===== config.mk =====
export PLATFORM = sky130hd
export DESIGN_NAME = jk_toggle_monitor
export DESIGN_NICKNAME = d
export VERILOG_FILES = /design/src/rtl/jk_toggle_monitor_pkg.sv /design/src/rtl/jk_toggle_monitor_q_edge_det.sv /design/src/rtl/jk_toggle_monitor.sv
export SDC_FILE = /design/constraint.sdc
export NUM_CORES = 1
export LEC_CHECK = 0
export CAP_MARGIN = 20
export CORE_MARGIN = 2
export CORE_UTILIZATION = 48
export CTS_BUF_LIST = sky130_fd_sc_hd__clkbuf_4 sky130_fd_sc_hd__clkbuf_8
export DETAILED_ROUTE_END_ITERATION = 8
export PLACE_DENSITY = 0.82
export SLEW_MARGIN = 20
export SYNTH_ARGS = -nofsm -noshare
export SYNTH_HDL_FRONTEND = slang
export SYNTH_HIERARCHICAL = 1
export SYNTH_SLANG_ARGS = --single-unit

===== constraint.sdc =====
create_clock -name clk1 -period 2.6 [get_ports clk1]
set_clock_uncertainty 0.1 [all_clocks]
set_input_delay 0.26 -clock clk1 [delete_from_list [all_inputs] [get_ports clk1]]
set_output_delay 0.26 -clock clk1 [all_outputs]
set_load 0.005 [all_outputs]

===== src/rtl/jk_toggle_monitor_pkg.sv =====
// Shared definitions for the JK toggle monitor.
// Holds the two-state window FSM encoding and the default parameter values used by
// jk_toggle_monitor and its sub-module.
package jk_toggle_monitor_pkg;

  typedef enum logic {
    StIdle  = 1'b0,
    StCount = 1'b1
  } jkmon_state_e;

  localparam int unsigned DefWindow      = 16;
  localparam int unsigned DefCntW        = 8;
  localparam int unsigned DefStuckCycles = 64;

endpackage


===== src/rtl/jk_toggle_monitor_q_edge_det.sv =====
// Edge detector for the Q output of an upstream JK flop in the same clock domain.
// Ports:
//   clk1       in  system clock, rising edge
//   s_reset    in  synchronous reset, active-high
//   q_in       in  Q of the upstream flop
//   q_edge_o   out combinational: q_in differs from last cycle's sample
//   rise_o     out registered 1-cycle pulse after a 0->1 edge is sampled
//   fall_o     out registered 1-cycle pulse after a 1->0 edge is sampled
module jk_toggle_monitor_q_edge_det (
  input  logic clk1,
  input  logic s_reset,
  input  logic q_in,
  output logic q_edge_o,
  output logic rise_o,
  output logic fall_o
);

  logic q_s_q;
  logic rise_q, rise_d;
  logic fall_q, fall_d;

  always_comb begin
    q_edge_o = q_in ^ q_s_q;
    rise_d   = q_in & ~q_s_q;
    fall_d   = ~q_in & q_s_q;
  end

  always_ff @(posedge clk1) begin
    if (s_reset) begin
      q_s_q  <= 1'b0;
      rise_q <= 1'b0;
      fall_q <= 1'b0;
    end else begin
      q_s_q  <= q_in;
      rise_q <= rise_d;
      fall_q <= fall_d;
    end
  end

  assign rise_o = rise_q;
  assign fall_o = fall_q;

endmodule


===== src/rtl/jk_toggle_monitor.sv =====
// JK toggle monitor: counts edges of a JK flop's Q over back-to-back windows of WINDOW
// cycles and hands each window's (saturating) count out through a valid/ready register.
// Optional feature macro: JKMON_STUCK_DETECT_EN enables the stuck (no-edge) detector;
// without it, stuck is tied to 0.
// Ports:
//   clk1        in  system clock, rising edge
//   s_reset     in  synchronous reset, active-high
//   q_in        in  Q of the upstream JK flop
//   enable      in  1 = windows run, 0 = idle (partial window discarded)
//   rise_pulse  out pulse after a 0->1 edge of q_in
//   fall_pulse  out pulse after a 1->0 edge of q_in
//   cnt_data    out toggle count of the last reported window
//   cnt_valid   out cnt_data is unconsumed
//   cnt_ready   in  consumer accepts on cnt_valid & cnt_ready
//   overrun     out sticky: a window result was dropped
//   stuck       out q_in unchanged for STUCK_CYCLES cycles
module jk_toggle_monitor
  import jk_toggle_monitor_pkg::*;
#(
  parameter int unsigned WINDOW       = DefWindow,
  parameter int unsigned CNT_W        = DefCntW,
  parameter int unsigned STUCK_CYCLES = DefStuckCycles
) (
  input  logic             clk1,
  input  logic             s_reset,
  input  logic             q_in,
  input  logic             enable,
  output logic             rise_pulse,
  output logic             fall_pulse,
  output logic [CNT_W-1:0] cnt_data,
  output logic             cnt_valid,
  input  logic             cnt_ready,
  output logic             overrun,
  output logic             stuck
);

  localparam int unsigned WinW = $clog2(WINDOW);
  localparam logic [WinW-1:0]  WinLast = WinW'(WINDOW - 1);
  localparam logic [CNT_W-1:0] CntMax  = '1;

  jkmon_state_e     state_q, state_d;
  logic [WinW-1:0]  win_q, win_d, win_base;
  logic [CNT_W-1:0] tog_q, tog_d, tog_base, tog_next;
  logic [CNT_W-1:0] data_q, data_d;
  logic             valid_q, valid_d;
  logic             ovr_q, ovr_d;
  logic             q_edge;
  logic             counting, close;

  jk_toggle_monitor_q_edge_det u_edge_det (
    .clk1     (clk1),
    .s_reset  (s_reset),
    .q_in     (q_in),
    .q_edge_o (q_edge),
    .rise_o   (rise_pulse),
    .fall_o   (fall_pulse)
  );

  // Window FSM and counters. The cycle IDLE sees enable=1 is already window cycle 0,
  // so counting starts from zero bases there instead of the held registers.
  always_comb begin
    state_d  = state_q;
    win_d    = '0;
    tog_d    = '0;
    win_base = (state_q == StCount) ? win_q : '0;
    tog_base = (state_q == StCount) ? tog_q : '0;
    tog_next = (tog_base == CntMax) ? CntMax : tog_base + CNT_W'(q_edge);
    close    = (state_q == StCount) && (win_q == WinLast);

    unique case (state_q)
      StIdle:  state_d = enable ? StCount : StIdle;
      StCount: state_d = enable ? StCount : StIdle;
      default: state_d = StIdle;
    endcase

    // A closing cycle completes its window even if enable drops in that same cycle.
    counting = ((state_q == StIdle) && enable) || ((state_q == StCount) && (enable || close));
    if (counting && !close) begin
      win_d = win_base + 1'b1;
      tog_d = tog_next;
    end
  end

  // Result hand-off: a new result may replace a pending one only when it is accepted now.
  always_comb begin
    data_d  = data_q;
    valid_d = valid_q;
    ovr_d   = ovr_q;
    if (close) begin
      if (!valid_q || cnt_ready) begin
        data_d  = tog_next;
        valid_d = 1'b1;
      end else begin
        ovr_d = 1'b1;
      end
    end else if (valid_q && cnt_ready) begin
      valid_d = 1'b0;
    end
  end

  always_ff @(posedge clk1) begin
    if (s_reset) begin
      state_q <= StIdle;
      win_q   <= '0;
      tog_q   <= '0;
      data_q  <= '0;
      valid_q <= 1'b0;
      ovr_q   <= 1'b0;
    end else begin
      state_q <= state_d;
      win_q   <= win_d;
      tog_q   <= tog_d;
      data_q  <= data_d;
      valid_q <= valid_d;
      ovr_q   <= ovr_d;
    end
  end

  assign cnt_data  = data_q;
  assign cnt_valid = valid_q;
  assign overrun   = ovr_q;

`ifdef JKMON_STUCK_DETECT_EN
  localparam int unsigned StuckW = $clog2(STUCK_CYCLES + 1);
  localparam logic [StuckW-1:0] StuckMax = StuckW'(STUCK_CYCLES);

  logic [StuckW-1:0] idle_q, idle_d;

  // Saturating count of edge-free cycles; independent of enable.
  always_comb begin
    idle_d = idle_q;
    if (q_edge) begin
      idle_d = '0;
    end else if (idle_q != StuckMax) begin
      idle_d = idle_q + 1'b1;
    end
  end

  always_ff @(posedge clk1) begin
    if (s_reset) begin
      idle_q <= '0;
    end else begin
      idle_q <= idle_d;
    end
  end

  assign stuck = (idle_q == StuckMax);
`else
  logic unused_stuck_cycles;
  assign unused_stuck_cycles = ^STUCK_CYCLES;
  assign stuck = 1'b0;
`endif

endmodule


==> metrics.md, run 1 <==
| Metric | Value |
|---|---|
| Synth-to-layout area growth | `21.36%` |
| Leading area contributor after synthesis | `dfxtp_1` |
| Post-synth top flop | `dfxtp_1` |
| Cts bufs inserted | `3` |
| Vias in the first global route | `861` |
| CP Launch Type | `input port` |
| Req. time, crit path | `2.72 ns` |
| CTS tree | `yes` |
| Die area | `2707 µm²` |
| Worst Setup EP | `cnt_data[7]` |
| Max Slew Vio Count | `0` |
| Pwr Density | `530.3 nW/µm²` |
| Synthesized instance count | `125` |
| Total congestion overflow | `0` |
| Clk Latency, worst-skew pair | `0.32 ns` |
| Final HPWL DP | `1678 µm` |
| Port bufs | `16` |
| Post-cts sizing count | `0` |
| Critical path type | `in2reg` |
| Post-DRT Antenna Nets | `0` |
| Ranking of synthesized cells by area | `dfxtp_1 (47%), ha_1 (5.6%), nor2_1 (5.1%)` |
| Clock Pin Slew Worst Setup and Hold Paths | `0.14 ns` |
| Worst r2r src | `u_edge_det/q_s_q` |
| Period utilisation layout | `81.36%` |
| Hold crit path type | `reg2reg` |
| Yosys top cell area share | `47.01%` |
| Post-Synthesis Cell Area | `1107 µm²` |
| Setup crit start | `q_in` |
| Pin count of the biggest net entering global routing | `16` |
| Drt initial violations | `23` |
| Setup bufs post-CTS | `0` |
| Routed vias | `927` |
| TritonCTS Sinks | `26` |
| Fmax | `472.7 MHz` |
| Outcome | `finished, final reports clean` |
| Yosys reg bits | `26` |
| Crit. End Element | `register` |
| Die Ht | `52.03 µm` |
| Fillers | `192` |
| R2r endpoint | `cnt_data[7]` |
| Gpl congestion | `0.9560` |
| Netlist cell types | `30` |
| CP max FO | `4` |
| H-Tree Depth | `1` |
| Synthesized Nets | `135` |
| Nets | `154` |
| Pleak | `0.0004982 µW` |
| Max-cap violations | `0` |
| Tmin final | `2.115 ns` |
| Fraction of layout cells with a size suffix above 1 | `5.594%` |
| Worst IR Drop VDD | `0.4515 mV` |
| Rows | `17` |
| Avg WL per Cell | `12.81 µm` |
| Initial antenna violation count | `0` |
| Synth warn | `6` |
| Hold Path Stages | `2` |
| # IOs | `18` |
| Hold-fix buffers, CTS | `0` |
| Number of synthesized flops with an enable pin | `0` |
| DR vias/cell | `5.421` |
| First-pass GRT wire length | `3974 µm` |
| Register area | `520.5 µm²` |
| R2R Setup Slk | `0.65 ns` |
| Crit path DAT | `2.23 ns` |
| Hold Vio Cnt, Final | `0` |
| Root Buffer | `clkbuf_4` |
| Setup TNS | `0 ns` |
| CTS Buffer Depth | `2` |
| Worst-case reg-to-reg path depth | `7` |
| RSZ-0062 raised after global routing | `no` |
| Setup WS post-layout | `0.4847 ns` |
| GRT Resource Usage Total | `19.57%` |
| Async SR Flop Fraction | `0%` |
| Multi-input gate area | `545.5 µm²` |
| DP Worst Slack | `0.1489 ns` |
| Initial Utilization | `50.54%` |
| Sequential share of the synthesized area | `47.01%` |
| Core box area | `2191 µm²` |
| Die Wd | `52.03 µm` |
| Final Setup Violations | `0` |
| Remaining routing DRC violations | `0` |
| Routed WL | `2190 µm` |
| DR pass1 iterations | `4` |
| # diodes | `0` |
| Avg Synthesized Cell Area | `8.858 µm²` |
==> worst min-delay path by stage <==
stage	from	endpoint
after CTS	cnt_data[3]	cnt_data[3]
final	cnt_data[3]	cnt_data[3]
after detailed placement	cnt_data[3]	cnt_data[3]
after global routing	overrun	overrun
after floorplan	s_reset	u_edge_det/fall_o
after global placement	cnt_data[3]	cnt_data[3]
==> placed cells by master (no fill, tap or decap), drive strengths merged, types with 2 or more instances in the layout <==
| cell type | synthesis | layout |
|---|---|---|
| nand3 | 11 | 11 |
| and3 | 6 | 6 |
| dfxtp | 26 | 26 |
| clkdlybuf4s50 | 0 | 16 |
| nand3b | 4 | 4 |
| nor2b | 5 | 5 |
| and2 | 4 | 4 |
| nand2b | 2 | 2 |
| ha | 5 | 5 |
| o211ai | 3 | 3 |
| clkbuf | 2 | 3 |
| buf | 2 | 2 |
| nand2 | 9 | 9 |
| nor2 | 15 | 15 |
| nor3 | 4 | 4 |
| inv | 4 | 4 |
| a211oi | 2 | 2 |
| a21oi | 3 | 3 |
| o21ai | 7 | 7 |
==> through the flow <==
step / area [µm²] / hold WS [ns] / power (µW) / instances / util, %
4_1_cts: 1344 / 0.3745 / 718.7 / 171 / 61.34
3_3_place_gp: 1291 / 0.3527 / 446.2 / 167 / 58.94
6_report: 1344 / 0.3682 / 712.7 / 171 / 61.34
5_1_grt: 1344 / 0.4213 / 738.1 / 171 / 61.34
2_1_floorplan: 1107 / 0.2316 / 432.0 / 125 / -
3_5_place_dp: 1291 / 0.3558 / 447.4 / 167 / 58.94
==> layer usage <==
metal,vias up,wire (µm),GRT usage (%)
li1,467,-,-
met1,437,966,26.40
met2,19,1093,31.65
met3,4,84,3.736
met4,0,46,5.702
met5,-,0,0
==> critical path, stage by stage <==
cell and delay, ns:
clkdlybuf4s50_1 0.50, inv_1 0.05, ha_1 0.29, inv_1 0.07
ha_1 0.21, nand2_1 0.11, or4_1 0.50, o21ai_0 0.13
o21ai_0 0.13
==> report_power, final <==
group / internal (µW) / switching [µW] / total (µW)
clock: 156 / 118 / 274
combinational: 16.5 / 16.2 / 32.7
sequential: 403 / 3.01 / 406
total: 576 / 137 / 713
==> sequential cells by signal (all words and copies together) (netlist names) <==
signal             flops
tog_q                  8
overrun                1
state_q                1
cnt_valid              1
u_edge_det/rise_o      1
u_edge_det/fall_o      1
cnt_data               8
win_q                  4
u_edge_det/q_s_q       1
==> Yosys cell counts (4+ instances only) <==
cell type and count:
nand3b_1 4, nor2b_1 5, dfxtp_1 26, and3_1 6, o21ai_0 7, nand2_1 9, nand3_1 11, and2_1 4
inv_1 4, ha_1 5, nor2_1 15, nor3_1 4
==> cell type report <==
type | count | share of cell area, %
tap | 28 | 2.607
inverter | 4 | 1.117
timing repair buffer | 18 | 13.04
sequential | 26 | 38.73
clock inverter | 1 | 2.235
multi-input combinational | 91 | 40.60
clock buffer | 3 | 1.676
==> logic make-up after synthesis <==
group	Yosys count	synth area share (%)
DFF	26	47.01
adders and majority gates	5	5.650
other	1	0.3387
xor gates and xnor gates	2	1.582
AOI/OAI and AO/OA	19	11.52
and+or+nand+nor	63	29.27
muxes	1	0.9040
buffers and inverters	8	3.729
(Power assumes the default switching activity.)
==> run 2, diff against run 1 <==
Settings changed: PLACE_DENSITY 0.82 to 0.85.
Clock period 2.6 ns to 1.74 ns, I/O delays scaled along.
==> run 2 against run 1 <==
Against the previous run:
- critical path depth decreased by 2
- critical path type is now reg2reg
- sequential share of layout area decreased by 2.7 points
- sequential cell count unchanged
- cell count increased by 4.1%
- cell area increased by 7.9%
- non-clock buffer count increased by 8
- critical endpoint unchanged
- utilization increased by 4.9 points
- largest cell class unchanged
- die area unchanged
- setup slack got worse by 0.48 ns
==> metrics.md, run 2 (synthesis gave the netlist of run 1 again) <==
| Metric | Value |
|---|---|
| Max-cap violations | `0 (unchanged)` |
| # diodes | `0 (unchanged)` |
| Core box area | `2191 µm² (unchanged)` |
| Placed instance area | `1340 µm² (+3.8%)` |
| Hold Vio Cnt, Final | `0 (unchanged)` |
| Setup TNS | `0 ns (unchanged)` |
| Final Instance Area | `1450 µm² (+7.9%)` |
| DR vias/cell | `5.551 (+2.4%)` |
| Final Util | `66.19% (+4.9 points)` |
| Cts bufs inserted | `3 (unchanged)` |
| Most frequent cell on the critical path | `ha_4` |
| Worst IR Drop VDD | `0.4978 mV (+10%)` |
| Fillers | `184 (-4.2%)` |
| Die Ht | `52.03 µm (unchanged)` |
| Worst r2r src | `u_edge_det/q_s_q` |
| Clock Pin Slew Worst Setup and Hold Paths | `0.13 ns (about the same)` |
| Remaining routing DRC violations | `0 (unchanged)` |
| Hold path start | `q_in` |
| R2R Setup Slk | `0.005 ns (-0.65 ns)` |
| Commonest non-fill, non-tap cell in the layout | `dfxtp_1` |
| GRT Resource Usage Total | `20.77% (+1.2 points)` |
| Drt initial violations | `35 (+52%)` |
| Post-DRT Antenna Nets | `0 (unchanged)` |
| Initial Utilization | `50.54% (unchanged)` |
| CP max FO | `3 (-1)` |
| CP cell instances | `ha_4 > inv_2 > ha_4 > nand2_2 > or4_4 > o21ai_4 > o21ai_2` |
| RSZ-0062 raised after global routing | `yes` |
| Final HPWL DP | `1694 µm (+0.92%)` |
| CP max stage delay | `0.54 ns (+0.04 ns)` |
| Max Slew Vio Count | `0 (unchanged)` |
| TritonCTS Sinks | `26 (unchanged)` |
| Minimum hold slack | `0.2204 ns (-0.1479 ns)` |
| Initial antenna violation count | `0 (unchanged)` |
| Pin count of the biggest net entering global routing | `15 (-1)` |
| CP Launch Type | `register` |
| CTS Buffer Depth | `2 (unchanged)` |
| Met3 wire length | `108 µm (+29%)` |
| Port bufs | `16 (unchanged)` |
| Root Buffer | `clkbuf_4` |
| Routed WL | `2467 µm (+13%)` |
| Crit-path slowest cell | `or4_4` |
| Setup WS post-layout | `0.004803 ns (-0.4799 ns)` |
| Rows | `17 (unchanged)` |
| # IOs | `18 (unchanged)` |
| Outcome | `finished, final reports clean` |
| Critical path type | `reg2reg` |
| Req. time, crit path | `1.87 ns (-0.85 ns)` |
| Most frequent cells in the layout | `dfxtp_1 (24), nor2_1 (15), clkdlybuf4s50_1 (15), nand3_1 (11), buf_4 (10)` |
| Crit path DAT | `1.86 ns (-0.37 ns)` |
| Synth-to-layout area growth | `30.96%` |
| Tmin final | `1.735 ns` |
| Pleak | `0.0005227 µW (+4.9%)` |
| Crit-path leading delay family | `simple AND/OR/NAND/NOR gates` |
| Final Setup Violations | `0 (unchanged)` |
| Routed vias | `988 (+6.6%)` |
| Fmax | `576.3 MHz` |
| Metal1 wirelength | `1068 µm (+11%)` |
| Hold-fix buffers, CTS | `0 (unchanged)` |
| Avg WL per Cell | `13.86 µm (+8.2%)` |
| Vias in the first global route | `964 (+12%)` |
| Hold EP | `u_edge_det/q_s_q` |
| R2r endpoint | `cnt_data[7]` |
| Clk Latency, worst-skew pair | `0.32 ns (about the same)` |
| Period utilisation layout | `99.72%` |
| H-Tree Depth | `1 (unchanged)` |
| Worst-case reg-to-reg path depth | `7 (unchanged)` |
| Nets | `162 (+5.2%)` |
| Pwr Density | `636.3 nW/µm² (+20%)` |
| Die Wd | `52.03 µm (unchanged)` |
| Gpl congestion | `0.8468 (-11%)` |
| Hold crit path type | `in2reg` |
| Top Layer Used | `met4` |
| Crit. End Element | `register` |
| Hold Path Stages | `3 (+1)` |
| CTS tree | `yes` |
| DR pass1 iterations | `4 (unchanged)` |
| Met2 WL post-DR | `1258 µm (+15%)` |
| Die area | `2707 µm² (unchanged)` |
| First-pass GRT wire length | `4133 µm (+4.0%)` |
| WP buf/inv | `1 (-2)` |
| Total congestion overflow | `0 (unchanged)` |
| DP Worst Slack | `-0.5522 ns (-0.7011 ns)` |
| Fraction of layout cells with a size suffix above 1 | `19.33% (+14 points)` |
run 2: power by group:
part           switching (µW)  internal (µW)
clock network             172           81.2
logic                    29.9           31.9
registers                4.03            603
run 2: worst min-delay path, delay by kind of cell:
kind                   cells  cell delay [ns]
buffers and inverters      2             0.32
and+or+nand+nor            1             0.12
run 2: per-stage QoR:
step / power, µW / std cells
3_5_place_dp: 673.5 / 173
3_3_place_gp: 671.5 / 173
4_1_cts: 927.0 / 178
2_1_floorplan: 648.2 / 125
6_report: 922.7 / 178
5_1_grt: 961.8 / 178
run 2: how the worst max path moves through the flow:
| stage | from | to | slack [ns] | cells after the start |
|---|---|---|---|---|
| detailed placement | q_in | cnt_data[7] | -0.55 | 9 |
| finish | u_edge_det/q_s_q | cnt_data[7] | 0.005 | 7 |
| global placement | q_in | cnt_data[7] | -0.47 | 9 |
| global route | u_edge_det/q_s_q | cnt_data[7] | -0.04 | 7 |
| floorplan | u_edge_det/q_s_q | cnt_data[7] | 0.0006 | 7 |
| CTS | u_edge_det/q_s_q | cnt_data[7] | 0.01 | 7 |
run 2: area by class of cell:
class	count	area [µm²]	area share [%]
well taps	28	35.03	2.416
repair buffers	26	234.0	16.13
flip-flops and latches	26	523.0	36.07
multi-input cells	91	620.6	42.80
inverters	4	15.01	1.035
clock buffers	3	22.52	1.553
run 2: routing by layer:
metal	vias up	global-route usage (%)
met5	-	0
met4	0	9.211
met3	5	4.598
met2	31	34.81
met1	471	25.27
li1	481	-
run 2: what timing repair did:
action / 4_1_cts / 5_1_grt
setup buffers: 2 / 0
resized for setup: 11 / 8
pin swaps: 2 / 6
endpoints found under the setup margin: 7 / 6
